**src/rtl/sdram_arbiter_if.sv**
```systemverilog
// Command-bus bundle between the SDRAM sub-modules (init, refresh, write, read) and the arbiter.
// master = sub-module side, slave = arbiter side that owns the physical pins.
interface sdram_arbiter_if;
   logic [3:0]  init_cmd;
   logic [11:0] init_addr;
   logic        flag_init_end;
   logic        ref_req;
   logic [3:0]  ref_cmd;
   logic [11:0] ref_addr;
   logic        flag_ref_end;
   logic        wr_req;
   logic [3:0]  wr_cmd;
   logic [11:0] wr_addr;
   logic [1:0]  wr_bank;
   logic [15:0] wr_data;
   logic        flag_wr_end;
   logic        rd_req;
   logic [3:0]  rd_cmd;
   logic [11:0] rd_addr;
   logic [1:0]  rd_bank;
   logic        flag_rd_end;
   logic        ref_en;
   logic        wr_en;
   logic        rd_en;
   logic        sdram_cke;
   logic        sdram_cs_n;
   logic        sdram_ras_n;
   logic        sdram_cas_n;
   logic        sdram_we_n;
   logic [1:0]  sdram_bank;
   logic [11:0] sdram_addr;
   logic [15:0] sdram_dq_out;
   logic        sdram_dq_oe;

   modport master (
      output init_cmd, init_addr, flag_init_end,
      output ref_req, ref_cmd, ref_addr, flag_ref_end,
      output wr_req, wr_cmd, wr_addr, wr_bank, wr_data, flag_wr_end,
      output rd_req, rd_cmd, rd_addr, rd_bank, flag_rd_end,
      input  ref_en, wr_en, rd_en,
      input  sdram_cke, sdram_cs_n, sdram_ras_n, sdram_cas_n, sdram_we_n,
      input  sdram_bank, sdram_addr, sdram_dq_out, sdram_dq_oe
   );

   modport slave (
      input  init_cmd, init_addr, flag_init_end,
      input  ref_req, ref_cmd, ref_addr, flag_ref_end,
      input  wr_req, wr_cmd, wr_addr, wr_bank, wr_data, flag_wr_end,
      input  rd_req, rd_cmd, rd_addr, rd_bank, flag_rd_end,
      output ref_en, wr_en, rd_en,
      output sdram_cke, sdram_cs_n, sdram_ras_n, sdram_cas_n, sdram_we_n,
      output sdram_bank, sdram_addr, sdram_dq_out, sdram_dq_oe
   );
endinterface

```
**src/rtl/sdram_arbiter.sv**
```systemverilog
// SDRAM command-bus arbiter: refresh > write > read, registered pin mux.
// Define SDRAM_ARB_RR_EN to alternate write/read when both request at once.
module sdram_arbiter (
   input  logic           sclk,
   input  logic           s_rst,
   sdram_arbiter_if.slave bus
);
   typedef enum logic [4:0] {
      StInit  = 5'b00001,
      StArbit = 5'b00010,
      StAref  = 5'b00100,
      StWrite = 5'b01000,
      StRead  = 5'b10000
   } state_e;

   localparam logic [3:0] CmdNop = 4'b0111;

   state_e      state_q, state_d;
   logic [3:0]  cmd_mux;
   logic [11:0] addr_mux;
   logic [1:0]  bank_mux;
   logic        pick_wr;

`ifdef SDRAM_ARB_RR_EN
   // 1 = write was granted most recently; reset means read went last.
   logic last_wr_q;

   always_ff @(posedge sclk or posedge s_rst) begin
      if (s_rst) begin
         last_wr_q <= 1'b0;
      end else if (state_q == StArbit && state_d == StWrite) begin
         last_wr_q <= 1'b1;
      end else if (state_q == StArbit && state_d == StRead) begin
         last_wr_q <= 1'b0;
      end
   end

   assign pick_wr = bus.wr_req && !(bus.rd_req && last_wr_q);
`else
   assign pick_wr = bus.wr_req;
`endif

   always_ff @(posedge sclk or posedge s_rst) begin
      if (s_rst) begin
         state_q <= StInit;
      end else begin
         state_q <= state_d;
      end
   end

   always_comb begin
      state_d = state_q;
      unique case (state_q)
         StInit:  if (bus.flag_init_end) state_d = StArbit;
         StArbit: begin
            if (bus.ref_req)      state_d = StAref;
            else if (pick_wr)     state_d = StWrite;
            else if (bus.rd_req)  state_d = StRead;
         end
         StAref:  if (bus.flag_ref_end) state_d = StArbit;
         StWrite: if (bus.flag_wr_end)  state_d = StArbit;
         StRead:  if (bus.flag_rd_end)  state_d = StArbit;
         default: state_d = StInit;
      endcase
   end

   always_comb begin
      cmd_mux  = CmdNop;
      addr_mux = 12'h000;
      bank_mux = 2'b00;
      unique case (state_q)
         StInit: begin
            cmd_mux  = bus.init_cmd;
            addr_mux = bus.init_addr;
         end
         StAref: begin
            cmd_mux  = bus.ref_cmd;
            addr_mux = bus.ref_addr;
         end
         StWrite: begin
            cmd_mux  = bus.wr_cmd;
            addr_mux = bus.wr_addr;
            bank_mux = bus.wr_bank;
         end
         StRead: begin
            cmd_mux  = bus.rd_cmd;
            addr_mux = bus.rd_addr;
            bank_mux = bus.rd_bank;
         end
         default: ;
      endcase
   end

   assign bus.ref_en = (state_q == StAref);
   assign bus.wr_en  = (state_q == StWrite);
   assign bus.rd_en  = (state_q == StRead);

   always_ff @(posedge sclk or posedge s_rst) begin
      if (s_rst) begin
         bus.sdram_cke    <= 1'b0;
         bus.sdram_cs_n   <= CmdNop[3];
         bus.sdram_ras_n  <= CmdNop[2];
         bus.sdram_cas_n  <= CmdNop[1];
         bus.sdram_we_n   <= CmdNop[0];
         bus.sdram_bank   <= 2'b00;
         bus.sdram_addr   <= 12'h000;
         bus.sdram_dq_out <= 16'h0000;
         bus.sdram_dq_oe  <= 1'b0;
      end else begin
         bus.sdram_cke    <= 1'b1;
         bus.sdram_cs_n   <= cmd_mux[3];
         bus.sdram_ras_n  <= cmd_mux[2];
         bus.sdram_cas_n  <= cmd_mux[1];
         bus.sdram_we_n   <= cmd_mux[0];
         bus.sdram_bank   <= bank_mux;
         bus.sdram_addr   <= addr_mux;
         bus.sdram_dq_out <= bus.wr_data;
         bus.sdram_dq_oe  <= (state_q == StWrite);
      end
   end
endmodule

```
**src/flat_wrapper.sv**
```systemverilog
// flat-port wrapper written by rule: the top's interface ports become plain ports
module sdram_arbiter_flat 
  (sclk, s_rst, bus_init_cmd, bus_init_addr, bus_flag_init_end, bus_ref_req, bus_ref_cmd, bus_ref_addr, bus_flag_ref_end, bus_wr_req, bus_wr_cmd, bus_wr_addr, bus_wr_bank, bus_wr_data, bus_flag_wr_end, bus_rd_req, bus_rd_cmd, bus_rd_addr, bus_rd_bank, bus_flag_rd_end, bus_ref_en, bus_wr_en, bus_rd_en, bus_sdram_cke, bus_sdram_cs_n, bus_sdram_ras_n, bus_sdram_cas_n, bus_sdram_we_n, bus_sdram_bank, bus_sdram_addr, bus_sdram_dq_out, bus_sdram_dq_oe);
  sdram_arbiter_if bus_i ();
  input  logic sclk;
  input  logic s_rst;
  input wire logic [$bits(bus_i.init_cmd)-1:0] bus_init_cmd;
  input wire logic [$bits(bus_i.init_addr)-1:0] bus_init_addr;
  input wire logic [$bits(bus_i.flag_init_end)-1:0] bus_flag_init_end;
  input wire logic [$bits(bus_i.ref_req)-1:0] bus_ref_req;
  input wire logic [$bits(bus_i.ref_cmd)-1:0] bus_ref_cmd;
  input wire logic [$bits(bus_i.ref_addr)-1:0] bus_ref_addr;
  input wire logic [$bits(bus_i.flag_ref_end)-1:0] bus_flag_ref_end;
  input wire logic [$bits(bus_i.wr_req)-1:0] bus_wr_req;
  input wire logic [$bits(bus_i.wr_cmd)-1:0] bus_wr_cmd;
  input wire logic [$bits(bus_i.wr_addr)-1:0] bus_wr_addr;
  input wire logic [$bits(bus_i.wr_bank)-1:0] bus_wr_bank;
  input wire logic [$bits(bus_i.wr_data)-1:0] bus_wr_data;
  input wire logic [$bits(bus_i.flag_wr_end)-1:0] bus_flag_wr_end;
  input wire logic [$bits(bus_i.rd_req)-1:0] bus_rd_req;
  input wire logic [$bits(bus_i.rd_cmd)-1:0] bus_rd_cmd;
  input wire logic [$bits(bus_i.rd_addr)-1:0] bus_rd_addr;
  input wire logic [$bits(bus_i.rd_bank)-1:0] bus_rd_bank;
  input wire logic [$bits(bus_i.flag_rd_end)-1:0] bus_flag_rd_end;
  output wire logic [$bits(bus_i.ref_en)-1:0] bus_ref_en;
  output wire logic [$bits(bus_i.wr_en)-1:0] bus_wr_en;
  output wire logic [$bits(bus_i.rd_en)-1:0] bus_rd_en;
  output wire logic [$bits(bus_i.sdram_cke)-1:0] bus_sdram_cke;
  output wire logic [$bits(bus_i.sdram_cs_n)-1:0] bus_sdram_cs_n;
  output wire logic [$bits(bus_i.sdram_ras_n)-1:0] bus_sdram_ras_n;
  output wire logic [$bits(bus_i.sdram_cas_n)-1:0] bus_sdram_cas_n;
  output wire logic [$bits(bus_i.sdram_we_n)-1:0] bus_sdram_we_n;
  output wire logic [$bits(bus_i.sdram_bank)-1:0] bus_sdram_bank;
  output wire logic [$bits(bus_i.sdram_addr)-1:0] bus_sdram_addr;
  output wire logic [$bits(bus_i.sdram_dq_out)-1:0] bus_sdram_dq_out;
  output wire logic [$bits(bus_i.sdram_dq_oe)-1:0] bus_sdram_dq_oe;
  assign bus_i.init_cmd = bus_init_cmd;
  assign bus_i.init_addr = bus_init_addr;
  assign bus_i.flag_init_end = bus_flag_init_end;
  assign bus_i.ref_req = bus_ref_req;
  assign bus_i.ref_cmd = bus_ref_cmd;
  assign bus_i.ref_addr = bus_ref_addr;
  assign bus_i.flag_ref_end = bus_flag_ref_end;
  assign bus_i.wr_req = bus_wr_req;
  assign bus_i.wr_cmd = bus_wr_cmd;
  assign bus_i.wr_addr = bus_wr_addr;
  assign bus_i.wr_bank = bus_wr_bank;
  assign bus_i.wr_data = bus_wr_data;
  assign bus_i.flag_wr_end = bus_flag_wr_end;
  assign bus_i.rd_req = bus_rd_req;
  assign bus_i.rd_cmd = bus_rd_cmd;
  assign bus_i.rd_addr = bus_rd_addr;
  assign bus_i.rd_bank = bus_rd_bank;
  assign bus_i.flag_rd_end = bus_flag_rd_end;
  assign bus_ref_en = bus_i.ref_en;
  assign bus_wr_en = bus_i.wr_en;
  assign bus_rd_en = bus_i.rd_en;
  assign bus_sdram_cke = bus_i.sdram_cke;
  assign bus_sdram_cs_n = bus_i.sdram_cs_n;
  assign bus_sdram_ras_n = bus_i.sdram_ras_n;
  assign bus_sdram_cas_n = bus_i.sdram_cas_n;
  assign bus_sdram_we_n = bus_i.sdram_we_n;
  assign bus_sdram_bank = bus_i.sdram_bank;
  assign bus_sdram_addr = bus_i.sdram_addr;
  assign bus_sdram_dq_out = bus_i.sdram_dq_out;
  assign bus_sdram_dq_oe = bus_i.sdram_dq_oe;
  sdram_arbiter u_core (.sclk(sclk), .s_rst(s_rst), .bus(bus_i));
endmodule
```
**config.mk**
```make
export PLATFORM = sky130hd
export DESIGN_NAME = sdram_arbiter_flat
export DESIGN_NICKNAME = d
export VERILOG_FILES = /design/src/rtl/sdram_arbiter_if.sv /design/src/rtl/sdram_arbiter.sv /design/src/flat_wrapper.sv
export SDC_FILE = /design/constraint.sdc
export NUM_CORES = 1
export LEC_CHECK = 0
export ABC_AREA = 1
export CAP_MARGIN = 20
export CORE_UTILIZATION = 37
export CTS_CLUSTER_SIZE = 14
export DETAILED_ROUTE_END_ITERATION = 12
export PLACE_DENSITY = 0.89
export SLEW_MARGIN = 5
export SYNTH_ARGS = -nofsm -noshare
export SYNTH_HDL_FRONTEND = slang
export SYNTH_SLANG_ARGS = --single-unit
export TNS_END_PERCENT = 20
```
**constraint.sdc**
```tcl
create_clock -name sclk -period 3.7 [get_ports sclk]
set_input_delay 0.925 -clock sclk [delete_from_list [all_inputs] [get_ports sclk]]
set_output_delay 0.925 -clock sclk [all_outputs]
set_load 0.05 [all_outputs]
```
== Yosys cells after proc, flatten, opt, wreduce, memory -nomap -nowiden ==
Index checks and enable logic that the tools add are counted.

* Register bits after elaboration: 41
* Input port bits: 93
* Output and inout port bits: 39
* Word-level logic and storage cells: 32

* Equal/unequal tests: 10
* Multiplexer cells: 11
* Reductions and logical operators: 1

{| class="wikitable"
|+ Operators by type and width
! cell !! number
|-
| $pmux W12 S4 || 1
|-
| $mux W5 || 7
|-
| $pmux W5 S5 || 1
|-
| $pmux W4 S4 || 1
|-
| $ne A2 B2 Y1 const B || 4
|-
| $eq A5 B1 Y1 const B || 1
|-
| $eq A5 B2 Y1 const B || 1
|-
| $eq A5 B3 Y1 const B || 1
|-
| $eq A5 B4 Y1 const B || 1
|-
| $eq A5 B5 Y1 const B || 1
|-
| $reduce_and A5 Y1 || 1
|-
| $ne A4 B4 Y1 const B || 1
|-
| $pmux W2 S2 || 1
|}

== Logic depth before layout (Yosys ltp) ==
Gate-level depths: netlist (run 1).

* Depth after elaboration: 4
* Mapped depth: 8
* Gate-level depth less buffers: 8

== Worst setup path after synthesis (run 1) ==
Ideal clock, no wire load.

* Kind: register to output
* From: reg u_core.state_q[1]
* To: out bus_wr_en
* Arrival: 1017 ps
* Required time: 2775 ps
* Slack: 1758 ps
* Cell stages (with the launch flop): 5
* Path buffers: 1
* Cell sequence: dfrtp_1 nor2_4 nand3_2 inv_4 buf_6

* Word-level cells in the longest chain between the ends: 1

{| class="wikitable"
|+ RTL lines
! what !! line !! source
|-
| start: declaration || sdram_arbiter.sv:18 || <nowiki>state_e state_q, state_d;</nowiki>
|-
| start signal: assignment || sdram_arbiter.sv:45 || <nowiki>state_q <= StInit;</nowiki>
|-
| start signal: assignment || sdram_arbiter.sv:47 || <nowiki>state_q <= state_d;</nowiki>
|-
| $eq A5 B4 Y1 || sdram_arbiter.sv:95 || <nowiki>assign bus.wr_en = (state_q == StWrite);</nowiki>
|-
| end: declaration || flat_wrapper.sv:26 || <nowiki>output wire logic [$bits(bus_i.wr_en)-1:0] bus_wr_en;</nowiki>
|}

No other way between the ends.

== Worst setup path after layout (run 1) ==
Ends and elaborated chain as after synthesis.

==> results of run 1 <==
## kinds of logic after synthesis
logic type,share of synthesized area [%]
simple gates,21.6
buf+inv,9.48
flops,56.6
compound gates,12.1
other cells,0.206
## how the worst max path moves through the flow
stage	start	endpoint	slack, ps
after floorplan	u_core.state_q[1]$_DFFE_PP0P_	bus_wr_en	1760
after global placement	u_core.state_q[1]$_DFFE_PP0P_	bus_wr_en	990
after detailed placement	u_core.state_q[1]$_DFFE_PP0P_	bus_wr_en	950
after CTS	u_core.state_q[1]$_DFFE_PP0P_	bus_wr_en	630
after global routing	u_core.state_q[1]$_DFFE_PP0P_	bus_wr_en	570
final	u_core.state_q[1]$_DFFE_PP0P_	bus_wr_en	650
## stage by stage
stage | std cells | setup WS [ps] | hold slack (ps) | utilization [%] | area, sq um
after floorplan | 186 | 1760 | 602 | - | 1820
after global placement | 381 | 990 | 641 | 67.3 | 3180
after detailed placement | 381 | 945 | 648 | 67.3 | 3180
after CTS | 389 | 630 | 657 | 69.6 | 3290
after global routing | 389 | 572 | 709 | 69.6 | 3290
final | 389 | 647 | 665 | 69.6 | 3290
## power breakdown
group | switching [mW] | total (mW) | internal (mW) | leakage (nW)
Sequential | 0.0494 | 0.624 | 0.574 | 0.507
Clock | 0.145 | 0.345 | 0.200 | 0.0552
Combinational | 0.658 | 1.03 | 0.373 | 0.913
Total | 0.852 | 2.00 | 1.15 | 1.47
## per-layer routing
| metal | global-route usage [%] | share of wire (%) |
|---|---|---|
| met2 | 38.8 | 53 |
| met5 | 0 | 0 |
| met1 | 23.9 | 38 |
| met4 | 5.45 | 1.1 |
| met3 | 4.72 | 7.5 |
## registers in the layout, indices dropped and copies added (netlist names)
| name | flops |
|---|---|
| u_core.bus.sdram_we_n | 1 |
| u_core.state_q | 5 |
| u_core.bus.sdram_ras_n | 1 |
| u_core.bus.sdram_dq_out | 16 |
| u_core.bus.sdram_bank | 2 |
| u_core.bus.sdram_cke | 1 |
| u_core.bus.sdram_dq_oe | 1 |
| u_core.bus.sdram_cs_n | 1 |
| u_core.bus.sdram_addr | 12 |
| u_core.bus.sdram_cas_n | 1 |
## Yosys cell counts (all sizes together)
cell / instances / area share (%)
nand4: 7 / 2.4
o21bai: 1 / 0.41
nand2: 62 / 13
o2111ai: 13 / 8.7
inv: 32 / 7.0
dfstp: 4 / 5.8
a22o: 2 / 1.1
a21oi: 6 / 1.6
conb: 1 / 0.21
nor2: 10 / 3.7
o21ai: 1 / 0.27
dfrtp: 37 / 51
buf: 4 / 2.5
nand3: 6 / 2.7
## worst reg2reg max path: cells and delay by family (launching register included)
kind | cells | cell delay (ps)
compound gates | 1 | 120
buf+inv | 1 | 50
simple gates | 5 | 850
flops | 1 | 560
## cell type report
type / count / area share, %
Inverter: 32 / 3.88
Timing Repair Buffer: 132 / 40.1
Sequential cell: 41 / 31.4
Clock buffer: 6 / 2.21
Clock inverter: 2 / 1.07
Multi-Input combinational cell: 109 / 18.8
Tap cell: 67 / 2.55
==> metrics.txt, run 1 <==
master of the slowest instance on the critical path clkdlybuf4s50_1; Core Box Area 4720 sq um; WP data required 2770 ps; num ports 132; crit path max fanout 20; first-pass GRT wire length 8220 um; Hold Buf Count CTS 0; GRT Util Overall 20.8%; HP Class reg2reg; vias per cell 4.64; fin crit share 82.5%; Synth Cell Area 1820 sq um; fmax 328 MHz; n_diodes 0; number of I/O port buffers 131; flops & latches, synth 41; CTS tree built; Max Cap Viol 0; Layout Nets 414; Worst Path Buf+Inv 2; cell depth of the worst setup path 4; Clk Latency, worst-skew pair 280 ps; syn avg cell area 9.79 sq um; startpoint types flop; post_cts resized 0; DRC 0; TNS Setup 0 ps; antenna violations before repair 0; sequential share of the synthesized area 56.6%; sink of the worst hold path u_core.state_q[0]$_DFFE_PP1P_; hold path start u_core.state_q[0]$_DFFE_PP1P_; Hold Path Depth 4; number of clock sinks 41; most frequent cells in the layout clkdlybuf4s50_1 (131), nand2_1 (62), dfrtp_1 (37); total CTS buffers 5; max-slew violations 0; R2R setup slack 2030 ps; GR Overflow Total 0; vias after detailed routing 1,805; Worst EP arrival 2130 ps; Synth Instances 186; routability cong. 0.867; multi-input logic area 618 sq um; Yosys cell types 20; drt total wl 5340 um; LEAKAGE 1.47 nW; Detail Route Antenna Nets 0; Max VDD drop 297 uV; Critical R2R Launch u_core.state_q[0]$_DFFE_PP1P_; status complete, no violations; Period minus WS final 3050 ps; Storage cell area 1030 sq um; fillers 342; CP Cell Sequence nor2_4 -> nand3_2 -> inv_4 -> clkdlybuf4s50_1; syn nets 279; crit path capture type output pin; relative slew slack 58.5%; Power Total 2.00 mW; Root Driver clkbuf_8; CTS Buffer Depth 2; worst slew pin tran 618 ps; synth warn 0; layout cells sized above 1 11.2%; TritonRoute pass-1 iters 4; commonest non-fill, non-tap cell in the layout clkdlybuf4s50_1; vias in the first global route 1,747; Iter 0 DRT Violations 81; Initial Util 38.6%; Register-to-Register Path Depth 7; Largest delay share family, worst path buffers and inverters; RSZ-0062 raised after global routing no; area delta synth->final 80.4%; Setup-failing EPs final 0; die width 72.2 um; PwrDens 608 nW/um^2; skew final 8.17 ps; die area 5210 sq um; hpwl dp 4310 um; R2R Path End u_core.bus.sdram_we_n$_DFF_PP1_; pin count of the biggest net entering global routing 26; post-DR wirelength/cell 13.7 um; Die Ht 72.2 um; crit path kind reg2out; CP max stage delay 840 ps; Fin. Hold Viols 0; # H-tree levels 2; clk slew on worst S/H paths 70 ps; site row count 25; number of setup buffers added after CTS 0
(Power assumes the default switching activity.)
==> run 2, diff against run 1 <==
--- a/config.mk
+++ b/config.mk
@@ -7,10 +7,10 @@
 export LEC_CHECK = 0
 export ABC_AREA = 1
 export CAP_MARGIN = 20
-export CORE_UTILIZATION = 37
+export CORE_UTILIZATION = 34
 export CTS_CLUSTER_SIZE = 14
 export DETAILED_ROUTE_END_ITERATION = 12
-export PLACE_DENSITY = 0.89
+export PLACE_DENSITY = 0.83
 export SLEW_MARGIN = 5
 export SYNTH_ARGS = -nofsm -noshare
 export SYNTH_HDL_FRONTEND = slang
==> constraint.sdc (replaced) <==
create_clock -name sclk -period 3 [get_ports sclk]
set_input_delay 0.75 -clock sclk [delete_from_list [all_inputs] [get_ports sclk]]
set_output_delay 0.75 -clock sclk [all_outputs]
set_load 0.05 [all_outputs]
==> run 2 against run 1 <==
Clock power is 31% higher. Routed wire length up 4.7%. Final area is 0.61% higher. Highest routed layer unchanged. Global-route usage is 0.068 points higher. Utilization down 5.3 points. Register-to-register slack worse by 710 ps. Non-clock buffer count rose by 1.
==> metrics.txt, run 2 (synthesis gave the netlist of run 1 again) <==
Root Driver clkbuf_8; RSZ-0062 raised after global routing no; Hold Path Depth 4; Register-to-Register Path Depth 7; vias per cell 4.51; WP data required 2250 ps; Detail Route Antenna Nets 0; area delta synth->final 81.5%; busiest grt layer met2; sink of the worst hold path u_core.state_q[0]$_DFFE_PP1P_; crit path max fanout 20; crit path kind reg2out; Iter 0 DRT Violations 60; status complete, no violations; clk slew on worst S/H paths 80 ps; Period minus WS final 2880 ps; die width 75.2 um; HP Class reg2reg; number of setup buffers added after CTS 0; GR met2 Demand/Resource 38.9%; post_cts resized 0; drt total wl 5590 um; startpoint types flop; Largest delay share family, worst path buffers and inverters; Worst EP arrival 2130 ps; CTS tree built; fin area 3310 sq um; CP Cell Sequence nor2_4 -> nand3_2 -> inv_4 -> clkdlybuf4s50_1; TritonRoute pass-1 iters 4; CP Launch Point u_core.state_q[1]$_DFFE_PP0P_; layout cells sized above 1 11.5%; crit path capture type output pin; Fin. Hold Viols 0; fin crit share 96.0%; Reg with most FFs u_core.bus.sdram_dq_out; CTS Buffer Depth 2; GRT Util Overall 20.9%; hold path start u_core.state_q[0]$_DFFE_PP1P_; antenna violations before repair 0; # H-tree levels 2; commonest non-fill, non-tap cell in the layout clkdlybuf4s50_1; Layout Nets 415; R2R setup slack 1320 ps; pin count of the biggest net entering global routing 23; global routing usage on met3 5.09%; CP max stage delay 840 ps; R2R Path End u_core.bus.sdram_we_n$_DFF_PP1_; number of clock sinks 41; Core Box Area 5140 sq um; Setup-failing EPs final 0; die area 5660 sq um; Worst Path Buf+Inv 2; max reg flops 16; relative slew slack 63.9%; num ports 132; Max VDD drop 415 uV; master of the slowest instance on the critical path clkdlybuf4s50_1; Clk Latency, worst-skew pair 280 ps; Die Ht 75.2 um; vias in the first global route 1,796; biggest regs u_core.bus.sdram_dq_out: 16 flops, u_core.bus.sdram_addr: 12 flops, u_core.state_q: 5 flops; PwrDens 755 nW/um^2; site row count 26; total CTS buffers 5; hpwl dp 4520 um; Critical R2R Launch u_core.state_q[0]$_DFFE_PP1P_; grt met1 use 23.4%; skew final 3.60 ps; worst slew pin tran 540 ps; routability cong. 0.884; Initial Util 35.4%; post-DR wirelength/cell 14.2 um; DRC 0; first-pass GRT wire length 8560 um; fmax 347 MHz; most frequent cells in the layout clkdlybuf4s50_1 (131), nand2_1 (62), dfrtp_1 (37); GR Overflow Total 0; n_diodes 0; Max Cap Viol 0; dpl cell area 3190 sq um; LEAKAGE 1.49 nW; max-slew violations 0; TNS Setup 0 ps; vias after detailed routing 1,771; number of I/O port buffers 131; Hold Buf Count CTS 0
run 2: report_power, final:
group	switching (mW)	internal [mW]	total, mW
Clock	0.180	0.271	0.451
Sequential	0.0636	0.708	0.772
Combinational	0.814	0.461	1.27
run 2: layout make-up:
type	instances	area [sq um]
clock buffer	7	86.3
clock inverter	1	30.0
fill	436	1830
inverter	32	128
multi-input combinational	109	618
sequential	41	1030
tap	70	87.6
timing repair buffer	133	1330
run 2: worst max-delay path by stage:
stage | endpoint | slack (ps) | cells past startpoint
after floorplan | bus_wr_en | 1230 | 4
after global placement | bus_wr_en | 470 | 4
after detailed placement | bus_wr_en | 430 | 4
after CTS | bus_wr_en | 100 | 4
after global routing | bus_rd_en | 20 | 4
final | bus_wr_en | 120 | 4
run 2: per-layer routing:
layer / vias up / wire, um
li1: 866 / -
met1: 804 / 2090
met2: 92 / 2890
met3: 9 / 536
met4: 0 / 74
met5: - / 0
run 2: worst register-to-register path: stages (launching register included):
cell and delay, ps:
dfstp_2 570, inv_2 60, nor2_4 150, nand3_2 360
nand2_1 190, nor2_2 90, a21oi_1 140, nand2_1 70
run 2: per-stage QoR:
step | utilization [%] | power, mW | cells | setup WS [ps] | hold WS (ps)
final | 64.3 | 2.50 | 393 | 119 | 672
after global routing | 64.3 | 2.64 | 393 | 23.7 | 716
after CTS | 64.3 | 2.52 | 393 | 104 | 674
after detailed placement | 62.1 | 2.06 | 385 | 428 | 666
after global placement | 62.1 | 2.04 | 385 | 468 | 646
after floorplan | - | 1.62 | 186 | 1230 | 602
==> run 3, diff against run 2 <==
--- a/config.mk
+++ b/config.mk
@@ -7,6 +7,7 @@
 export LEC_CHECK = 0
 export ABC_AREA = 1
 export CAP_MARGIN = 20
+export CORE_ASPECT_RATIO = 1.5
 export CORE_UTILIZATION = 34
 export CTS_CLUSTER_SIZE = 14
 export DETAILED_ROUTE_END_ITERATION = 12
==> run 3 against run 2 <==
Total power is 4.5% lower. Via count is 3.3% higher. Register-to-register slack better by 30 ps. Fmax is 0.58% lower. Utilization is 0.70 points lower. Critical path depth stayed put. Routed wire length is 1.4% higher. Final area is 0.61% lower. Hold slack worse by 4.9 ps. Clock power is 22% lower. Largest power group unchanged.
==> metrics.txt, run 3 (synthesis gave the netlist of run 1 again) <==
vias per cell 4.68; Worst EP arrival 2150 ps; R2R Path End u_core.bus.sdram_we_n$_DFF_PP1_; crit path kind reg2out; Hold Buf Count CTS 0; clk slew on worst S/H paths 80 ps; hpwl dp 4520 um; Iter 0 DRT Violations 47; area delta synth->final 80.4%; crit path max fanout 19; Hold Path Depth 4; pin count of the biggest net entering global routing 31; post-route setup slack 102 ps; post-DR wirelength/cell 14.5 um; # H-tree levels 2; biggest regs u_core.bus.sdram_dq_out: 16 flops, u_core.bus.sdram_addr: 12 flops, u_core.state_q: 5 flops; worst slew pin tran 556 ps; Register-to-Register Path Depth 7; most frequent cells in the layout clkdlybuf4s50_1 (131), nand2_1 (62), dfrtp_1 (37); Detail Route Antenna Nets 0; Clk Latency, worst-skew pair 290 ps; num ports 132; routability cong. 0.930; Root Driver clkbuf_8; layout cells sized above 1 11.8%; commonest non-fill, non-tap cell in the layout clkdlybuf4s50_1; Reg with most FFs u_core.bus.sdram_dq_out; skew final 6.65 ps; fmax 345 MHz; PwrDens 726 nW/um^2; vias after detailed routing 1,829; TNS Setup 0 ps; Critical R2R Launch u_core.state_q[0]$_DFFE_PP1P_; Setup-failing EPs final 0; die area 5660 sq um; GR Overflow Total 0; non-filler cells, final 391; max-slew violations 0; LEAKAGE 1.48 nW; number of setup buffers added after CTS 0; pre-CTS setup slack 410 ps; crit path capture type output pin; Fin. Hold Viols 0; RSZ-0062 raised after global routing no; Period minus WS final 2900 ps; GRT Util Overall 21.2%; site row count 32; CP endpoint bus_rd_en; post_cts resized 0; TritonRoute pass-1 iters 4; number of clock sinks 41; Max Cap Viol 0; Core Box Area 5160 sq um; startpoint types flop; number of I/O port buffers 131; DRC 0; die width 61.8 um; total CTS buffers 5; Initial Util 35.3%; HP Class reg2reg; fin crit share 96.6%; Layout Nets 415; Max VDD drop 367 uV; n_diodes 0; max reg flops 16; relative slew slack 62.8%; status complete, no violations; Placed Instances 383; WP data required 2250 ps; vias in the first global route 1,898; CP Launch Point u_core.state_q[1]$_DFFE_PP0P_; CTS tree built; first-pass GRT wire length 8740 um; Die Ht 91.7 um; drt total wl 5670 um; CTS Buffer Depth 2; R2R setup slack 1350 ps; antenna violations before repair 0
## run 3: changes by cell type in the layout (fill, tap and decap cells not counted)
cell and change:
clkinv_2 +2, buf_12 +1, buf_4 -1, bufinv_16 -1, clkbuf_1 -1, clkbuf_8 -1, clkinvlp_4 +1
## run 3: layer usage
layer  track usage (%)  vias to the layer above  wire length, um
met2              40.5                       94             3110
met4              8.52                        0              150
met5                 0                        -                0
met1              20.6                      857             1980
li1                  -                      866                -
met3              4.23                       12              423
## run 3: how the worst min path moves through the flow
stage / from / end / slack, ps
after floorplan: u_core.state_q[3]$_DFFE_PP0P_ / u_core.state_q[0]$_DFFE_PP1P_ / 600
after global placement: u_core.state_q[0]$_DFFE_PP1P_ / u_core.state_q[0]$_DFFE_PP1P_ / 640
after detailed placement: u_core.state_q[0]$_DFFE_PP1P_ / u_core.state_q[0]$_DFFE_PP1P_ / 660
after CTS: u_core.state_q[0]$_DFFE_PP1P_ / u_core.state_q[0]$_DFFE_PP1P_ / 670
after global routing: u_core.state_q[0]$_DFFE_PP1P_ / u_core.state_q[0]$_DFFE_PP1P_ / 700
final: u_core.state_q[0]$_DFFE_PP1P_ / u_core.state_q[0]$_DFFE_PP1P_ / 670
## run 3: cell type report
class	count	area (sq um)
repair buffers	133	1340
inverters	32	128
fillers	410	1880
clock inverters	3	17.5
well taps	68	85.1
multi-input cells	109	618
clock buffers	5	68.8
flip-flops and latches	41	1030
## run 3: stage by stage
| step | power [mW] | util, % | cell area, sq um | hold slack, ps |
|---|---|---|---|---|
| floorplan | 1.62 | - | 1820 | 602 |
| global placement | 2.02 | 62.0 | 3200 | 641 |
| detailed placement | 2.06 | 62.0 | 3200 | 662 |
| CTS | 2.41 | 63.6 | 3290 | 673 |
| global route | 2.51 | 63.6 | 3290 | 696 |
| finish | 2.39 | 63.6 | 3290 | 667 |
## run 3: worst max-delay path, stage by stage, from the launching register on
cell	delay [ps]
dfrtp_1	450
nor2_4	230
nand3_2	130
inv_4	200
clkdlybuf4s50_1	840
## run 3: report_power, final
group	switching (mW)	total (mW)	internal (mW)
registers	0.0628	0.771	0.708
clock network	0.192	0.353	0.161
logic	0.800	1.26	0.462
